$ cat src/rtl/gamma_loader_if.sv
// Download port between the HPS IO block and the gamma loader.
// master = HPS download side, slave = gamma_loader.
interface gamma_loader_if;
  logic        dl_active;
  logic        dl_wr;
  logic [8:0]  dl_addr;
  logic [15:0] dl_data;
  logic        dl_wait;

  modport master (
    output dl_active,
    output dl_wr,
    output dl_addr,
    output dl_data,
    input  dl_wait
  );

  modport slave (
    input  dl_active,
    input  dl_wr,
    input  dl_addr,
    input  dl_data,
    output dl_wait
  );
endinterface

$ cat src/rtl/gamma_loader.sv
// gamma_loader: turns the 16-bit HPS download stream into byte writes for the gamma LUT
// and owns the effective gamma enable. Define GAMMA_INIT_EN to load an identity curve after reset.
module gamma_loader #(
  parameter int ENTRIES    = 256,
  parameter int WORDS_FULL = 128
) (
  input  logic          clk_sys,
  input  logic          reset,
  input  logic          gamma_req,
  gamma_loader_if.slave dl,
  output logic          gamma_wr,
  output logic [7:0]    gamma_wr_addr,
  output logic [7:0]    gamma_value,
  output logic          gamma_en,
  output logic          table_valid,
  output logic          overrun
);

  localparam int IDX_W = $clog2(ENTRIES + 1);
  localparam int CNT_W = $clog2(WORDS_FULL + 1);
  localparam logic [9:0]       ENTRIES_W = 10'(ENTRIES);
  localparam logic [IDX_W-1:0] INIT_END  = IDX_W'(ENTRIES);
  localparam logic [CNT_W-1:0] FULL_CNT  = CNT_W'(WORDS_FULL);

  typedef enum logic [1:0] {
    S_INIT  = 2'd0,
    S_IDLE  = 2'd1,
    S_WR_HI = 2'd2
  } state_t;

`ifdef GAMMA_INIT_EN
  localparam state_t RST_STATE = S_INIT;
  localparam logic   RST_WAIT  = 1'b1;
`else
  localparam state_t RST_STATE = S_IDLE;
  localparam logic   RST_WAIT  = 1'b0;
`endif

  state_t           state_r, state_nxt_s;
  logic             wr_r, wr_nxt_s;
  logic [7:0]       addr_r, addr_nxt_s;
  logic [7:0]       value_r, value_nxt_s;
  logic [7:0]       hi_byte_r, hi_nxt_s;
  logic             wait_r, wait_nxt_s;
  logic [CNT_W-1:0] cnt_r, cnt_nxt_s;
  logic             valid_r, valid_nxt_s;
  logic             ovr_r, ovr_nxt_s;
  logic             en_r, en_nxt_s;
  logic             act_r;
  logic [IDX_W-1:0] init_cnt_r, init_nxt_s;
  logic             pend_rise_r, pend_nxt_s;

  logic             rise_s;
  logic             fall_s;
  logic             addr_ok_s;
  logic [CNT_W-1:0] cnt_inc_s;
  logic [CNT_W-1:0] cnt_post_s;
  logic             addr_lsb_unused_s;

  assign rise_s            = dl.dl_active & ~act_r;
  assign fall_s            = ~dl.dl_active & act_r;
  assign addr_ok_s         = ({1'b0, dl.dl_addr[8:1], 1'b0} < ENTRIES_W);
  assign cnt_inc_s         = (cnt_r == FULL_CNT) ? cnt_r : cnt_r + CNT_W'(1);
  // A falling edge while the high byte is pending judges the table on the post-increment count.
  assign cnt_post_s        = (state_r == S_WR_HI) ? cnt_inc_s : cnt_r;
  assign addr_lsb_unused_s = dl.dl_addr[0];

  // Next-state and next-output computation for every register
  always_comb begin
    state_nxt_s = state_r;
    wr_nxt_s    = 1'b0;
    addr_nxt_s  = addr_r;
    value_nxt_s = value_r;
    hi_nxt_s    = hi_byte_r;
    wait_nxt_s  = wait_r;
    cnt_nxt_s   = cnt_r;
    valid_nxt_s = valid_r;
    ovr_nxt_s   = ovr_r;
    init_nxt_s  = init_cnt_r;
    pend_nxt_s  = pend_rise_r;
    en_nxt_s    = gamma_req & valid_r & ~act_r & (state_r != S_INIT);

    if (rise_s) begin
      cnt_nxt_s = '0;
      ovr_nxt_s = 1'b0;
      if (state_r == S_INIT) begin
        pend_nxt_s = 1'b1;
      end else begin
        valid_nxt_s = 1'b0;
      end
    end else if (fall_s) begin
      valid_nxt_s = (cnt_post_s == FULL_CNT);
    end else begin
      valid_nxt_s = valid_r;
    end

    case (state_r)
      S_INIT: begin
        ovr_nxt_s = ovr_nxt_s | dl.dl_wr;
        if (init_cnt_r == INIT_END) begin
          state_nxt_s = S_IDLE;
          wait_nxt_s  = 1'b0;
          valid_nxt_s = ~(pend_rise_r | rise_s);
          pend_nxt_s  = 1'b0;
        end else begin
          wr_nxt_s    = 1'b1;
          addr_nxt_s  = 8'(init_cnt_r);
          value_nxt_s = 8'(init_cnt_r);
          init_nxt_s  = init_cnt_r + IDX_W'(1);
          wait_nxt_s  = 1'b1;
        end
      end
      S_IDLE: begin
        if (dl.dl_wr && dl.dl_active && addr_ok_s) begin
          state_nxt_s = S_WR_HI;
          wr_nxt_s    = 1'b1;
          addr_nxt_s  = {dl.dl_addr[7:1], 1'b0};
          value_nxt_s = dl.dl_data[7:0];
          hi_nxt_s    = dl.dl_data[15:8];
          wait_nxt_s  = 1'b1;
        end else begin
          wait_nxt_s  = 1'b0;
        end
      end
      S_WR_HI: begin
        state_nxt_s = S_IDLE;
        wr_nxt_s    = 1'b1;
        addr_nxt_s  = addr_r + 8'd1;
        value_nxt_s = hi_byte_r;
        wait_nxt_s  = 1'b0;
        ovr_nxt_s   = ovr_nxt_s | dl.dl_wr;
        cnt_nxt_s   = rise_s ? '0 : cnt_inc_s;
      end
      default: begin
        state_nxt_s = S_IDLE;
        wait_nxt_s  = 1'b0;
      end
    endcase
  end

  // State and output registers; reset aborts any pending write at once
  always_ff @(posedge clk_sys or posedge reset) begin
    if (reset) begin
      state_r     <= RST_STATE;
      wr_r        <= 1'b0;
      addr_r      <= 8'd0;
      value_r     <= 8'd0;
      hi_byte_r   <= 8'd0;
      wait_r      <= RST_WAIT;
      cnt_r       <= '0;
      valid_r     <= 1'b0;
      ovr_r       <= 1'b0;
      en_r        <= 1'b0;
      act_r       <= 1'b0;
      init_cnt_r  <= '0;
      pend_rise_r <= 1'b0;
    end else begin
      state_r     <= state_nxt_s;
      wr_r        <= wr_nxt_s;
      addr_r      <= addr_nxt_s;
      value_r     <= value_nxt_s;
      hi_byte_r   <= hi_nxt_s;
      wait_r      <= wait_nxt_s;
      cnt_r       <= cnt_nxt_s;
      valid_r     <= valid_nxt_s;
      ovr_r       <= ovr_nxt_s;
      en_r        <= en_nxt_s;
      act_r       <= dl.dl_active;
      init_cnt_r  <= init_nxt_s;
      pend_rise_r <= pend_nxt_s;
    end
  end

  assign gamma_wr      = wr_r;
  assign gamma_wr_addr = addr_r;
  assign gamma_value   = value_r;
  assign gamma_en      = en_r;
  assign table_valid   = valid_r;
  assign overrun       = ovr_r;
  assign dl.dl_wait    = wait_r;

endmodule
$ cat src/flat_wrapper.sv
// flat-port wrapper written by rule: the top's interface ports become plain ports
module gamma_loader_flat 
#(
  parameter int ENTRIES    = 256,
  parameter int WORDS_FULL = 128
)
  (clk_sys, reset, gamma_req, gamma_wr, gamma_wr_addr, gamma_value, gamma_en, table_valid, overrun, dl_dl_active, dl_dl_wr, dl_dl_addr, dl_dl_data, dl_dl_wait);
  gamma_loader_if dl_i ();
  input  logic clk_sys;
  input  logic reset;
  input  logic gamma_req;
  output logic gamma_wr;
  output logic [7:0] gamma_wr_addr;
  output logic [7:0] gamma_value;
  output logic gamma_en;
  output logic table_valid;
  output logic overrun;
  input wire logic [$bits(dl_i.dl_active)-1:0] dl_dl_active;
  input wire logic [$bits(dl_i.dl_wr)-1:0] dl_dl_wr;
  input wire logic [$bits(dl_i.dl_addr)-1:0] dl_dl_addr;
  input wire logic [$bits(dl_i.dl_data)-1:0] dl_dl_data;
  output wire logic [$bits(dl_i.dl_wait)-1:0] dl_dl_wait;
  assign dl_i.dl_active = dl_dl_active;
  assign dl_i.dl_wr = dl_dl_wr;
  assign dl_i.dl_addr = dl_dl_addr;
  assign dl_i.dl_data = dl_dl_data;
  assign dl_dl_wait = dl_i.dl_wait;
  gamma_loader #(.ENTRIES(ENTRIES), .WORDS_FULL(WORDS_FULL)) u_core (.clk_sys(clk_sys), .reset(reset), .gamma_req(gamma_req), .dl(dl_i), .gamma_wr(gamma_wr), .gamma_wr_addr(gamma_wr_addr), .gamma_value(gamma_value), .gamma_en(gamma_en), .table_valid(table_valid), .overrun(overrun));
endmodule
$ cat config.mk
export PLATFORM = sky130hd
export DESIGN_NAME = gamma_loader_flat
export DESIGN_NICKNAME = d
export VERILOG_FILES = /design/src/rtl/gamma_loader_if.sv /design/src/rtl/gamma_loader.sv /design/src/flat_wrapper.sv
export SDC_FILE = /design/constraint.sdc
export NUM_CORES = 1
export LEC_CHECK = 0
export ABC_CLOCK_PERIOD_IN_PS = 2120
export BUFFER_PORTS_ARGS = -buffer_cell sky130_fd_sc_hd__buf_2
export CAP_MARGIN = 20
export CORE_MARGIN = 8
export CORE_UTILIZATION = 47
export CTS_BUF_LIST = sky130_fd_sc_hd__clkbuf_8
export CTS_CLUSTER_DIAMETER = 30
export DETAILED_ROUTE_END_ITERATION = 12
export PLACE_DENSITY = 0.72
export SLEW_MARGIN = 25
export SYNTH_ARGS = -nofsm -noshare
export SYNTH_HDL_FRONTEND = slang
export SYNTH_SLANG_ARGS = --single-unit
$ cat constraint.sdc
create_clock -name clk_sys -period 2.12 [get_ports clk_sys]
set_clock_uncertainty 0.2 [all_clocks]
set_input_delay 0.212 -clock clk_sys [delete_from_list [all_inputs] [get_ports clk_sys]]
set_output_delay 0.212 -clock clk_sys [all_outputs]
set_load 0.05 [all_outputs]
# [After elaboration in Yosys (flattened, before gate mapping)]
# Index checks and enable logic that the tools add are counted.
[totals] reg_bits=50 output_inout_bits=21 word_cells=75
[op_classes] addsub=3 n_lt_le_gt_ge=1 eq_ne=8 muxes=28 bitwise_logic=11 reduce_logical=11
[op_table] op="two-way mux 8 bit" n=8
[op_table] op="case mux 8 bit (3 select lines)" n=2
[op_table] op="adder 8 x 1 -> 8 bit (second input constant)" n=2
[op_table] op="equality test 8 bit (second input constant)" n=2
[op_table] op="two-way mux 1 bit" n=13
[op_table] op="adder 9 x 1 -> 9 bit (second input constant)" n=1
[op_table] op="equality test 9 bit (second input constant)" n=1
[op_table] op="less-than comparator 9 bit (second input constant)" n=1
[op_table] op="AND reduction 2 bit" n=3
[op_table] op="bitwise AND 1 bit" n=5
[op_table] op="two-way mux 2 bit" n=2
[op_table] op="inequality test 2 bit (second input constant)" n=2
[op_table] op="inverter 1 bit" n=4
[op_table] op="case mux 2 bit (2 select lines)" n=1
[op_table] op="nonzero test 2 bit" n=2
[op_table] op="case mux 1 bit (3 select lines)" n=1
[op_table] op="AND reduction 3 bit" n=1
[op_table] op="nonzero test 3 bit" n=1
[op_table] op="equality test 2 x 1 -> 1 bit (second input constant)" n=1
[op_table] op="equality test 2 bit (second input constant)" n=1
[op_table] op="logical AND 1 bit" n=2
[op_table] op="logical NOT 2 bit" n=1
[op_table] op="inequality test 2 x 1 -> 1 bit (second input constant)" n=1
[op_table] op="bitwise OR 1 bit" n=2
[op_table] op="other kinds (2)" n=2

# [Logic depth before layout (Yosys ltp)]
[depth] depth_word=8 mapped_depth=8

# [Worst setup path after synthesis]
# Ideal clock, no wire load.
[synth_timing] path_type="register to register" startpoint="register u_core.state_r[0]" endpoint="register u_core.addr_r[0] (netlist: u_core.gamma_wr_addr[0])" setup_time_ns=0.125 t_arrival_ns=1.682 required_ns=1.795 setup_slack_ns=0.113 stages_incl_launch_ff=7 n_path_buf=2 period_less_slack_ns=2.007 path_cell_list="dfstp_2 -> inv_1 -> ha_1 -> clkbuf_1 -> buf_2 -> o22ai_1 -> mux2_2"
[synth_between] elab_chain_len=3 elab_cells_between_ends=8
[synth_rtl] item="from (decl)" line="gamma_loader.sv:39" text="state_t state_r, state_nxt_s;"
[synth_rtl] item="from (signal assigned)" line="gamma_loader.sv:158" text="state_r <= state_nxt_s;"
[synth_rtl] item="equality test 2 x 1 -> 1 bit (tied with other cells)" line="gamma_loader.sv:97" text="case (state_r)"
[synth_rtl] item="inequality test 2 x 1 -> 1 bit (no line) (tied with other cells)"
[synth_rtl] item="AND reduction 3 bit (no line)"
[synth_rtl] item="to (signal assigned)" line="gamma_loader.sv:160" text="addr_r <= addr_nxt_s;"
[synth_rtl] item="to (decl)" line="gamma_loader.sv:41" text="logic [7:0] addr_r, addr_nxt_s;"
# Parallel ways exist; a longest one is shown, timed or not.
# A chain may end at the register's enable or synchronous reset.

# [Worst setup path after layout]
[layout_timing] startpoint="register u_core.state_r[0]" endpoint="register u_core.valid_r (netlist: u_core.table_valid)"
[layout_between] elab_chain_len=7 elab_cells_between_ends=9
[layout_rtl] item="equality test 2 bit" line="gamma_loader.sv:65" text="assign cnt_post_s = (state_r == S_WR_HI) ? cnt_inc_s : cnt_r;"
[layout_rtl] item="two-way mux 8 bit" line="gamma_loader.sv:65"
[layout_rtl] item="equality test 8 bit" line="gamma_loader.sv:92" text="valid_nxt_s = (cnt_post_s == FULL_CNT);"
[layout_rtl] item="two-way mux 1 bit" line="gamma_loader.sv:91" text="end else if (fall_s) begin"
[layout_rtl] item="two-way mux 1 bit" line="gamma_loader.sv:83" text="if (rise_s) begin"
[layout_rtl] item="two-way mux 1 bit" line="gamma_loader.sv:100" text="if (init_cnt_r == INIT_END) begin"
[layout_rtl] item="two-way mux 1 bit (*)" line="gamma_loader.sv:97"
[layout_rtl] item="named net u_core.valid_nxt_s" line="gamma_loader.sv:46" text="logic valid_r, valid_nxt_s;"
[layout_rtl] item="to (signal assigned)" line="gamma_loader.sv:165" text="valid_r <= valid_nxt_s;"
[layout_rtl] item="to (decl)" line="gamma_loader.sv:46"
# The timed path passes the listed nets; every way through them passes the cells marked *.

==> results.toml <==
[clocking]
cts-root-buf = "clkbuf_8"
clk_path_buf_depth = 2
cts.sinks = 50
clk_pin_slew_ns = 0.09
postCtsSetupRepairBufs = 0
clk_latency_ns = 0.31
tritoncts = "done"
cts_buffers = 5
h-tree-depth = 2

[global_routing]
globalRouteOverflowTotal = 0
antenna_found_initial = 0
grt_max_degree = 32
grtUsageTotal = 0.159
grt_pass1_wl_microns = 10900
grt_pass1_vias = 2295

[min_path]
min_from = "dl_dl_addr[7]"
hold-path-cell-count = 3
holdPathEnd = "u_core.gamma_wr_addr[7]$_DFFE_PP0P_"
hp-class = "in -> reg"

[worst_setup_path]
r2r_end = "u_core.table_valid$_DFF_PP0_"
end_kind = "flip-flop"
crit_arrival_ns = 1.99
r2r_slack_ns = 0.12
critPathMaxFanout = 7
path_class = "reg -> reg"
start_kind = "flip-flop"
cp.required_ns = 2.12
r2r_start = "u_core.state_r[0]$_DFFE_PP1P_"
reg2reg_depth = 8

[layout]
area_growth_pct = 23.6
final_cell_mix = "buf_2 (49), dfrtp_1 (49), nand2_1 (31)"
final_area_sq_um = 3300
nets = 386
num_antenna_cells = 0
drive_above_1_share = 0.270

[synth]
yosysWarningCount = 0
yosys.area.top_type = "dfrtp_1"
netlist_area_sq_um = 2670
synth_cell_types = 42
synth_top_area_frac = 0.460
ys_seq_area_frac = 0.470
synth-seq-cells = 50
synth-edff-count = 0
syn_avg_cell_area_sq_um = 9.70
syn_inst = 275
ys.flop_type = "dfrtp_1"
netlist_top_cells_area = "dfrtp_1 (46%), mux2_2 (4.6%), nand2_1 (4.4%)"
syn_nets = 314
async_flop_share = 1.00

[route]
wl_microns = 6270
drtIter0Drc = 117
drc = 0
wl_per_cell_microns = 14.9
firstDrtPassIters = 4
vias = 2232
drtAntennaViolNets = 0
vias_per_cell = 5.31

[power_and_ir_drop]
ir_worst_vdd_uv = 807
cellPowerDensity_nw_per_um2 = 1450
power.leakage_uw = 0.00160

[timing]
worst_pin_slew_ns = 0.451
finalCritPeriodShare = 0.942
rsz0062_at_grt = "false"
slew_headroom = 0.699
layout_min_cycle_time_ns = 2.00
setup_viol = 0
finalHoldViolCount = 0
setup_tns_ns = 0
fmax_mhz = 501
final_max_slew_viol_count = 0

[status]
status = "completed"

[place]
placed_area_sq_um = 3080
gp_congestion = 0.895
port_buffers = 49
dp_hpwl_microns = 4720

[floorplanning]
die-area_sq_um = 8340
core_area_sq_um = 5510
die_y_microns = 91.3
rows = 27
start_util = 0.484
io_pins = 51
die_x_microns = 91.3

[flow_run]
cap_violations = 0
==> state kept, by name, summed over array words and instances (netlist names) <==
name / cells
u_core.dl.dl_wait: 1
u_core.init_cnt_r: 9
u_core.gamma_wr: 1
u_core.table_valid: 1
u_core.act_r: 1
u_core.state_r: 2
u_core.gamma_value: 8
u_core.hi_byte_r: 8
u_core.cnt_r: 8
u_core.pend_rise_r: 1
u_core.overrun: 1
u_core.gamma_en: 1
u_core.gamma_wr_addr: 8
==> how the worst max path moves through the flow <==
stage | depth (start not counted) | to | slack [ns] | start
2_1_floorplan | 6 | u_core.gamma_wr_addr[0]$_DFFE_PP0P_ | 0.11 | u_core.state_r[0]$_DFFE_PP1P_
3_3_place_gp | 8 | u_core.table_valid$_DFF_PP0_ | 0.11 | u_core.state_r[0]$_DFFE_PP1P_
3_5_place_dp | 8 | u_core.table_valid$_DFF_PP0_ | 0.1 | u_core.state_r[0]$_DFFE_PP1P_
4_1_cts | 8 | u_core.table_valid$_DFF_PP0_ | 0.06 | u_core.state_r[0]$_DFFE_PP1P_
5_1_grt | 7 | u_core.table_valid$_DFF_PP0_ | 0.007 | u_core.cnt_r[1]$_DFFE_PP0P_
6_report | 8 | u_core.table_valid$_DFF_PP0_ | 0.12 | u_core.state_r[0]$_DFFE_PP1P_
==> layout make-up <==
type	instances	area, sq um
Inverter	13	48.8
Tap cell	72	90.1
Multi-Input combinational cell	198	1300
Timing Repair Buffer	79	513
Fill cell	474	2210
Sequential cell	50	1250
Clock inverter	2	8.76
Clock buffer	6	82.6
==> metrics by stage <==
step | total power [uW] | hold slack [ns] | utilization | worst slack [ns] | cells
detailed placement | 4190 | 0.0137 | 0.559 | 0.0977 | 400
global route | 5110 | 0.0556 | 0.599 | 0.00740 | 420
floorplan | 3460 | 0.0434 | - | 0.113 | 275
global placement | 4120 | 0.00955 | 0.559 | 0.105 | 400
finish | 4770 | 0.00946 | 0.599 | 0.124 | 420
CTS | 4790 | 0.00850 | 0.597 | 0.0575 | 420
==> cell families after synthesis <==
family	after synthesis	synth area share
AO/OA/AOI/OAI	66	0.157
XOR/XNOR	18	0.0591
adder cells (fa/ha/maj)	9	0.0422
buffers and inverters	27	0.0455
flip-flops	50	0.470
multiplexers	13	0.0539
AND/OR/NAND/NOR	92	0.173
==> critical path, cell delays in order (launching register included) <==
cell and delay [ns]:
dfstp_2 0.57, inv_1 0.06, ha_2 0.22, buf_4 0.16, inv_1 0.07, a21oi_1 0.04
nor3_1 0.14, a31oi_1 0.07, o41ai_1 0.35
==> layer usage <==
layer	vias up	GRT usage	routed length [microns]
met5	-	0	0
li1	1107	-	-
met3	12	0.0337	199
met1	1070	0.208	2950
met2	43	0.251	3000
met4	0	0.0655	127
==> synth_stat cells (2+ instances only) <==
cell      count
dfrtp_1      49
nand2_1      31
nor2_1       20
o21ai_0      17
a21oi_1      14
inv_1        13
nand3_1      12
xnor2_1      12
mux2_2       11
a22oi_1       9
ha_1          9
a21o_1        7
a211oi_1      6
nand4_1       6
xor2_1        6
clkbuf_1      5
a31oi_1       4
buf_2         4
o31ai_1       4
and3_1        3
nand3b_1      3
nor2b_1       3
nor3_1        3
buf_1         2
buf_4         2
mux2i_1       2
nand2b_1      2
nor4bb_1      2
==> power breakdown <==
part	switching (uW)	internal [uW]	total, uW	leakage [uW]
clock network	314	259	573	0.0000524
registers	240	1290	1530	0.000639
logic	1680	976	2660	0.000910
==> timing repair <==
action,CTS,global route
gates resized for setup,0,2
hold buffers,12,0
hold endpoints to repair,27,0
endpoints found under the setup margin,0,1
No activity file was read; power rests on OpenSTA's default activity.
